[src/rtl/pong_ball_ctrl.sv]
// pong_ball_ctrl: ball motion, paddle bounces, scoring and serve FSM.
// The ball advances STEP px per axis on every strobe while in play.
module pong_ball_ctrl #(
   parameter int SCREEN_W   = 640,
   parameter int SCREEN_H   = 480,
   parameter int BALL_SIZE  = 8,
   parameter int PADDLE_W   = 8,
   parameter int PADDLE_H   = 64,
   parameter int PADDLE_X_L = 16,
   parameter int PADDLE_X_R = 616,
   parameter int STEP       = 2,
   parameter int HOLD_TICKS = 30,
   parameter int WIN_SCORE  = 9
) (
   input  logic       clk_i,
   input  logic       rst_ni,
   input  logic       strobe_i,
   input  logic       serve_i,
   input  logic [9:0] paddle_l_y_i,
   input  logic [9:0] paddle_r_y_i,
   output logic [9:0] ball_x_o,
   output logic [9:0] ball_y_o,
   output logic [3:0] score_l_o,
   output logic [3:0] score_r_o,
   output logic       goal_o,
   output logic       game_over_o
);

   typedef enum logic [1:0] {IDLE, PLAY, GOAL, OVER} state_t;

   localparam int HW = $clog2(HOLD_TICKS + 1);

   localparam logic [10:0] XC     = 11'((SCREEN_W - BALL_SIZE) / 2);
   localparam logic [10:0] YC     = 11'((SCREEN_H - BALL_SIZE) / 2);
   localparam logic [10:0] XMAX   = 11'(SCREEN_W - BALL_SIZE);
   localparam logic [10:0] YMAX   = 11'(SCREEN_H - BALL_SIZE);
   localparam logic [10:0] BS     = 11'(BALL_SIZE);
   localparam logic [10:0] STP    = 11'(STEP);
   localparam logic [10:0] PH     = 11'(PADDLE_H);
   localparam logic [10:0] L_FACE = 11'(PADDLE_X_L + PADDLE_W);
   localparam logic [10:0] R_FACE = 11'(PADDLE_X_R);
   localparam logic [10:0] R_STOP = 11'(PADDLE_X_R - BALL_SIZE);
   localparam logic [3:0]  WIN_M1 = 4'(WIN_SCORE - 1);
   localparam logic [HW-1:0] HOLD_LAST = HW'(HOLD_TICKS - 1);

   state_t        state_q, state_d;
   logic [9:0]    x_q, x_d, y_q, y_d;
   logic          dx_q, dx_d;
   logic          dy_q, dy_d;
   logic [3:0]    sl_q, sl_d, sr_q, sr_d;
   logic [HW-1:0] hold_q, hold_d;
   logic          goal_q, goal_d;
   logic          dir_q, dir_d;
   logic          rel_q, rel_d;

   logic [10:0] x_w, y_w, pl_w, pr_w;
   logic [9:0]  x_inc, x_dec, y_inc, y_dec;
   logic        ov_l, ov_r;
   logic        hit_l, hit_r, miss_l, miss_r;

   // Collision geometry on 11-bit operands so no compare wraps
   always_comb begin
      x_w    = {1'b0, x_q};
      y_w    = {1'b0, y_q};
      pl_w   = {1'b0, paddle_l_y_i};
      pr_w   = {1'b0, paddle_r_y_i};
      x_inc  = x_q + STP[9:0];
      x_dec  = x_q - STP[9:0];
      y_inc  = y_q + STP[9:0];
      y_dec  = y_q - STP[9:0];
      ov_l   = (y_w + BS > pl_w) && (y_w < pl_w + PH);
      ov_r   = (y_w + BS > pr_w) && (y_w < pr_w + PH);
      hit_l  = !dx_q && (x_w >= L_FACE)
               && (x_w <= L_FACE + STP) && ov_l;
      miss_l = !dx_q && !hit_l && (x_w <= STP);
      hit_r  = dx_q && (x_w + BS <= R_FACE)
               && (x_w + STP + BS >= R_FACE) && ov_r;
      miss_r = dx_q && !hit_r && (x_w + STP >= XMAX);
   end

   // Next-state, motion and scoring decisions
   always_comb begin
      state_d = state_q;
      x_d     = x_q;
      y_d     = y_q;
      dx_d    = dx_q;
      dy_d    = dy_q;
      sl_d    = sl_q;
      sr_d    = sr_q;
      hold_d  = hold_q;
      goal_d  = 1'b0;
      dir_d   = dir_q;
      rel_d   = rel_q & serve_i;
      case (state_q)
         IDLE: begin
            x_d = XC[9:0];
            y_d = YC[9:0];
            if (serve_i && !rel_q) begin
               state_d = PLAY;
               dx_d    = dir_q;
               dy_d    = 1'b1;
            end
         end
         PLAY: begin
            if (strobe_i) begin
               if (dy_q) begin
                  if (y_w + STP >= YMAX) begin
                     y_d  = YMAX[9:0];
                     dy_d = 1'b0;
                  end else begin
                     y_d = y_inc;
                  end
               end else begin
                  if (y_w <= STP) begin
                     y_d  = '0;
                     dy_d = 1'b1;
                  end else begin
                     y_d = y_dec;
                  end
               end
               if (hit_l) begin
                  x_d  = L_FACE[9:0];
                  dx_d = 1'b1;
               end else if (miss_l) begin
                  x_d     = '0;
                  sr_d    = sr_q + 4'd1;
                  goal_d  = 1'b1;
                  dir_d   = 1'b0;
                  hold_d  = '0;
                  state_d = (sr_q == WIN_M1) ? OVER : GOAL;
               end else if (hit_r) begin
                  x_d  = R_STOP[9:0];
                  dx_d = 1'b0;
               end else if (miss_r) begin
                  x_d     = XMAX[9:0];
                  sl_d    = sl_q + 4'd1;
                  goal_d  = 1'b1;
                  dir_d   = 1'b1;
                  hold_d  = '0;
                  state_d = (sl_q == WIN_M1) ? OVER : GOAL;
               end else if (dx_q) begin
                  x_d = x_inc;
               end else begin
                  x_d = x_dec;
               end
            end
         end
         GOAL: begin
            if (strobe_i) begin
               if (hold_q == HOLD_LAST) begin
                  hold_d  = '0;
                  x_d     = XC[9:0];
                  y_d     = YC[9:0];
                  state_d = IDLE;
               end else begin
                  hold_d = hold_q + 1'b1;
               end
            end
         end
         OVER: begin
            if (serve_i) begin
               sl_d    = '0;
               sr_d    = '0;
               x_d     = XC[9:0];
               y_d     = YC[9:0];
               dir_d   = 1'b1;
               rel_d   = 1'b1;
               state_d = IDLE;
            end
         end
         default: state_d = IDLE;
      endcase
   end

   // State and datapath registers
   always_ff @(posedge clk_i or negedge rst_ni) begin
      if (!rst_ni) begin
         state_q <= IDLE;
         x_q     <= XC[9:0];
         y_q     <= YC[9:0];
         dx_q    <= 1'b1;
         dy_q    <= 1'b1;
         sl_q    <= '0;
         sr_q    <= '0;
         hold_q  <= '0;
         goal_q  <= 1'b0;
         dir_q   <= 1'b1;
         rel_q   <= 1'b0;
      end else begin
         state_q <= state_d;
         x_q     <= x_d;
         y_q     <= y_d;
         dx_q    <= dx_d;
         dy_q    <= dy_d;
         sl_q    <= sl_d;
         sr_q    <= sr_d;
         hold_q  <= hold_d;
         goal_q  <= goal_d;
         dir_q   <= dir_d;
         rel_q   <= rel_d;
      end
   end

   assign ball_x_o    = x_q;
   assign ball_y_o    = y_q;
   assign score_l_o   = sl_q;
   assign score_r_o   = sr_q;
   assign goal_o      = goal_q;
   assign game_over_o = (state_q == OVER);

endmodule
[config.mk]
export PLATFORM = sky130hd
export DESIGN_NAME = pong_ball_ctrl
export DESIGN_NICKNAME = d
export VERILOG_FILES = /design/src/rtl/pong_ball_ctrl.sv
export SDC_FILE = /design/constraint.sdc
export NUM_CORES = 1
export LEC_CHECK = 0
export CAP_MARGIN = 40
export CORE_ASPECT_RATIO = 1.4
export CORE_MARGIN = 5
export CORE_UTILIZATION = 30
export DETAILED_ROUTE_END_ITERATION = 6
export SYNTH_ARGS = -nofsm -noshare
export SYNTH_HDL_FRONTEND = slang
export SYNTH_SLANG_ARGS = --single-unit
[constraint.sdc]
create_clock -name clk_i -period 3.2 [get_ports clk_i]
set_input_delay 0.8 -clock clk_i [delete_from_list [all_inputs] [get_ports clk_i]]
set_output_delay 0.8 -clock clk_i [all_outputs]
set_load 0.02 [all_outputs]
Word-level counts from Yosys, hierarchy flattened --
Index checks and enable logic that the tools add are counted.
Word-level totals: bits in registers 40, output and inout bits 30, logic and storage cells 163
Cells by class: $lt $le $gt $ge 12, muxes and demuxes 76, equality and inequality tests 20, bitwise gates (word level) 1, reductions and logical operators 29, add/sub/neg operators 14
Operators with widths (count):
- 10-bit two-way mux | 16
- 10-bit case mux with 4 select lines | 2
- 4-bit two-way mux | 9
- 5-bit two-way mux | 7
- 1-bit two-way mux | 26
- 10-bit by 2-bit adder with 11-bit output (second input constant) | 2
- 10-bit by 4-bit adder with 11-bit output (second input constant) | 2
- 10-bit by 7-bit adder with 11-bit output (second input constant) | 2
- 11-bit by 10-bit greater-or-equal comparator with 1-bit output (second input constant) | 2
- 11-bit by 10-bit greater-than comparator with 1-bit output | 2
- 10-bit by 11-bit < comparator with 1-bit output | 2
- 10-bit by 2-bit adder with 10-bit output (second input constant) | 2
- 10-bit by 2-bit <= comparator with 1-bit output (second input constant) | 2
- 2-bit inequality test (second input constant) | 10
- 10-bit by 2-bit subtractor with 10-bit output (second input constant) | 2
- 2-bit two-way mux | 9
- 4-bit case mux with 2 select lines | 2
- 1-bit logical AND | 13
- 3-bit inequality test (second input constant) | 4
- 6-bit AND reduction | 2
- 11-bit by 4-bit adder with 11-bit output (second input constant) | 1
- 11-bit by 9-bit greater-or-equal comparator with 1-bit output (second input constant) | 1
- 11-bit by 10-bit <= comparator with 1-bit output (second input constant) | 1
- 10-bit by 5-bit greater-or-equal comparator with 1-bit output (second input constant) | 1
- 19 further kinds | 30

Logic depth before layout (Yosys ltp) --
Gate-level depths: netlist of the first run.
word-level depth 14, gate-level depth with buffers 15

Worst setup path before layout of the first run --
Ideal clock, no wire load.
path kind reg-to-reg, from register y_q[3], in the netlist ball_y_o[3], to register sl_q[3], in the netlist score_l_o[3], path slack -147 ps, period minus slack after synthesis 3347 ps, stages on the path, launching flop included 13, buffers on the path 2, arrival time 3270 ps, library setup time 77 ps, cell sequence dfstp_2 -> clkbuf_1 -> inv_1 -> ha_1 -> ha_1 -> and4_1 -> a2111oi_0 -> o21ai_0 -> nand4_1 -> nand2b_1 -> buf_6 -> or4_1 -> a21oi_1
Between the ends: cells in the longest elaborated chain, start to end 9
RTL lines:
- start: declaration | line 47 | logic [9:0] x_q, x_d, y_q, y_d;
- start signal: assignment | line 180 | y_q <= YC[9:0];
- start signal: assignment | line 192 | y_q <= y_d;
- 10-bit by 4-bit adder with 11-bit output | line 71, 72
- 11-bit by 10-bit greater-than comparator with 1-bit output (on tied branches) | line 72, 71
- 1-bit logical AND (on tied branches) | line 72, 71
- 1-bit logical AND (on tied branches) | line 77, 74
- 1-bit logical NOT (on tied branches) | line 78, 75
- 1-bit logical AND (on tied branches) (2 in a row) | line 78, 75
- 2-bit inequality test (no line)
- 7-bit AND reduction (no line) (*)
- end signal: assignment | line 195 | sl_q <= sl_d;
- end: declaration | line 50 | logic [3:0] sl_q, sl_d, sr_q, sr_d;
Mark *: on every way between the ends. The rest lies on a longest branch, timed or not. A chain may end at the register's enable or synchronous reset.

Worst setup path in the final report of the first run --
from input port paddle_r_y_i[2], to register sl_q[2], in the netlist score_l_o[2]
Between the ends: cells in the longest elaborated chain, start to end 9
RTL lines:
- start: declaration | line 20 | input logic [9:0] paddle_r_y_i,
- 10-bit by 7-bit adder with 11-bit output | line 72 | ov_r = (y_w + BS > pr_w) && (y_w < pr_w + PH);
- 10-bit by 11-bit < comparator with 1-bit output | line 72
- 1-bit logical AND (*) | line 72
- 1-bit logical AND (*) | line 77 | && (x_w + STP + BS >= R_FACE) && ov_r;
- 1-bit logical NOT | line 78 | miss_r = dx_q && !hit_r && (x_w + STP >= XMAX);
- 1-bit logical AND (2 in a row) | line 78
- 2-bit inequality test (no line)
- 7-bit AND reduction (no line) (*)
Marked as above.

==> impl_metrics.tcl, run 1 <==
set metrics [dict create \
    vdd_drop_max_uv 232 \
    drc 0 \
    clkTransAtPathRegs_ns 0.06 \
    finalPower_mw 3.94 \
    antenna_cells 0 \
    die_w_um 106 \
    synth_compound_gate_area_share_pct 23.0 \
    dr_total_vias 4007 \
    required_ns 3.41 \
    r2r_cells 12 \
    rsz0062_at_grt "yes" \
    grt_antenna_before_repair 0 \
    numPlacedInstances 724 \
    cts_tree "done" \
    drv_cap 0 \
    core_area_mm2 0.0128 \
    setup_viol 0 \
    cts_max_level 2 \
    p_leak_nw 2.25 \
    n_fill_cell 1301 \
    netlist_top_cells_area "dfrtp_1, ha_1, dfstp_2" \
    ys_seq_area_share_pct 24.8 \
    crit_end "score_l_o[2]" \
    clock_tree.root_cell "clkbuf_16" \
    postPlaceCellArea_mm2 0.00488 \
    cp-end-kind "flip-flop" \
    cts-buffers-inserted 5 \
    use_met1_pct 16.8 \
    synth_top_family_by_area "simple AND/OR/NAND/NOR gates" \
    synthMuxAreaShare_pct 1.86 \
    start_kind "input port" \
    regToRegStartpoint "ball_y_o[3]" \
    synthXorXnorAreaFrac_pct 5.16 \
    path_max_fanout 4 \
    io_buffer_count 51 \
    status "finished clean" \
    grt_pass1_wl_um 19500 \
    grt_max_degree 31 \
    yosys_warnings 0 \
    dieArea_mm2 0.0154 \
    std_cell_rows 49 \
    wl_per_cell_um 16.4 \
    synth_cell_types 66 \
    drv_slew 0 \
    grt.busiest_layer "met2" \
    setup_tns_ns 0 \
    grt.overflow.total 0 \
    first_global_vias 4081 \
    final_nets 650 \
    cts_buffer_depth 2 \
    place_ws_ns -0.412 \
    tightestPinTransition_ns 0.690 \
    yosysMostFrequentCell "ha_1" \
    r2r_slack_ns 0.14 \
    start_util_pct 30.5 \
    clock_skew_ns 0.00277 \
    p_per_area_mw_per_mm2 758 \
    io_pins 54 \
    timing.final.ws_setup_ns 0.108 \
    synth_flop_cell "dfrtp_1" \
    areaGrowthSynthToFinish_pct 33.2 \
    max_freq_mhz 323 \
    stdcell_area_mm2 0.00520 \
    synthCells 495 \
    chipHeight_um 145 \
    synthSimpleGateAreaFrac_pct 23.4 \
    synthesis.area_mm2 0.00391 \
    wl_um 12000 \
    cp.arrival_ns 3.30 \
    clock_latency_ns 0.28 \
    dp_hpwl_um 9240 \
    yosys-top-cells-count "ha_1, nand2_1, nor2_1" \
    place.gp.congestion 0.885 \
    crit_path_start "paddle_r_y_i[2]" \
    ant_nets 0 \
    hold_class "in2async" \
    grt_usage_pct 15.3 \
    async_flop_share_pct 100 \
    yosys.area_share.adder_pct 15.1 \
    post-route-min-period_ns 3.09 \
    vias_per_cell 5.47 \
    synth_largest_area_cell "dfrtp_1" \
    fin_cells 733 \
    synth_edf_count 0 \
    dr.pass1.iters 5 \
    ys_ff_latch 38 \
    crit_type "in2reg" \
    grt_util_met2_pct 29.1 \
    r2r_end "score_l_o[2]" \
    synth_top_area_share_pct 16.0 \
    drive_gt1_share_pct 18.8 \
    global_route.usage.met3_pct 1.78 \
    post-route-period-util_pct 96.6 \
    slew_headroom_pct 53.4 \
    syn_avg_cell_area_um2 7.89 \
    drtIter0Drc 178 \
    ctsHoldBuffers 0 \
    hold_viol 0 \
    clock-sinks 38 \
]
## metal layers
metal / share of wire (%) / routed length, µm / up-vias
li1: - / - / 1972
met1: 41 / 4910 / 1924
met2: 54 / 6490 / 88
met3: 2.6 / 317 / 23
met4: 2.7 / 320 / 0
met5: 0 / 0 / -
## report_power, final
part,leakage (nW),switching [mW],internal [mW]
sequential,0.468,0.252,0.654
clock,0.0739,0.199,0.309
combinational,1.70,1.35,1.18
total,2.25,1.80,2.15
## cell type report
type,instances,area [µm²],share of cell area [%]
multi-input cells,397,2860,55.0
inverters,34,128,2.45
clock inverters,1,5.00,0.0962
well taps,153,191,3.68
clock buffers,7,143,2.74
repair buffers,103,907,17.4
flip-flops and latches,38,967,18.6
## cell usage in the layout, fill, tap and decap left out, drive strengths merged, types with 4 or more instances in the layout
| cell type | instances |
|---|---|
| buf | 53 |
| ha | 47 |
| clkdlybuf4s50 | 46 |
| nand2 | 45 |
| nor2 | 44 |
| inv | 34 |
| a21oi | 31 |
| o21ai | 29 |
| dfrtp | 25 |
| nand3 | 20 |
| xnor2 | 17 |
| nand4 | 15 |
| dfstp | 13 |
| a31oi | 10 |
| a21o | 9 |
| nand2b | 8 |
| nor3 | 8 |
| nor4 | 7 |
| o31ai | 7 |
| clkbuf | 7 |
| o211ai | 6 |
| o22ai | 6 |
| xor2 | 6 |
| mux2i | 5 |
| nor2b | 5 |
| and2 | 4 |
| and3 | 4 |
| o311ai | 4 |
| dlygate4sd2 | 4 |
## what timing repair did
item,CTS,global route
setup buffers,0,1
pin swaps,5,15
endpoints found under the hold margin,0,0
resized for setup,14,28
setup endpoints to repair,13,20
## sequential cells by signal (all words and copies together), names as in the netlist, 2 cells and up
signal	count
hold_q	5
score_l_o	4
ball_y_o	9
state_q	2
score_r_o	4
ball_x_o	9
## worst max-delay path, cell delays in order
cell             delay [ns]
clkdlybuf4s50_1        0.48
inv_1                  0.05
ha_1                   0.30
nor2_2                 0.05
buf_4                  0.12
a211oi_2               0.23
o21ai_2                0.10
a2bb2oi_2              0.17
nand4_1                0.16
nand2b_1               0.16
or4_4                  0.52
a21oi_2                0.17
## worst min path at each step
stage / cells past startpoint / slack, ns / startpoint / endpoint
2_1_floorplan: 1 / 0.44 / hold_q[4] / hold_q[4]
3_3_place_gp: 1 / 0.46 / hold_q[4] / hold_q[4]
3_5_place_dp: 1 / 0.48 / rel_q / rel_q
4_1_cts: 1 / 0.39 / rst_ni / ball_y_o[4]
5_1_grt: 1 / 0.39 / rst_ni / ball_y_o[4]
6_report: 1 / 0.38 / rst_ni / ball_y_o[4]
## logic make-up after synthesis
logic type,count (synthesis)
and+or+nand+nor,182
buffers and inverters,61
xor gates and xnor gates,23
muxes,7
adders and majority gates,47
other,1
DFF,38
AOI/OAI and AO/OA,136
## per-stage QoR
stage | hold slack [ns] | util [%]
3_3_place_gp | 0.463 | 38.0
4_1_cts | 0.387 | 39.5
6_report | 0.380 | 40.6
3_5_place_dp | 0.484 | 38.1
5_1_grt | 0.391 | 40.6
2_1_floorplan | 0.442 | -
No activity file was read; power rests on OpenSTA's default activity.
==> run 2: changes to the inputs <==
--- a/config.mk
+++ b/config.mk
@@ -10,6 +10,7 @@
 export CORE_MARGIN = 5
 export CORE_UTILIZATION = 30
 export DETAILED_ROUTE_END_ITERATION = 6
+export HOLD_SLACK_MARGIN = 0.05
 export SYNTH_ARGS = -nofsm -noshare
 export SYNTH_HDL_FRONTEND = slang
 export SYNTH_SLANG_ARGS = --single-unit
==> results of run 2 <==
No change in the layout: final DEF, timing and power equal those of run 1.
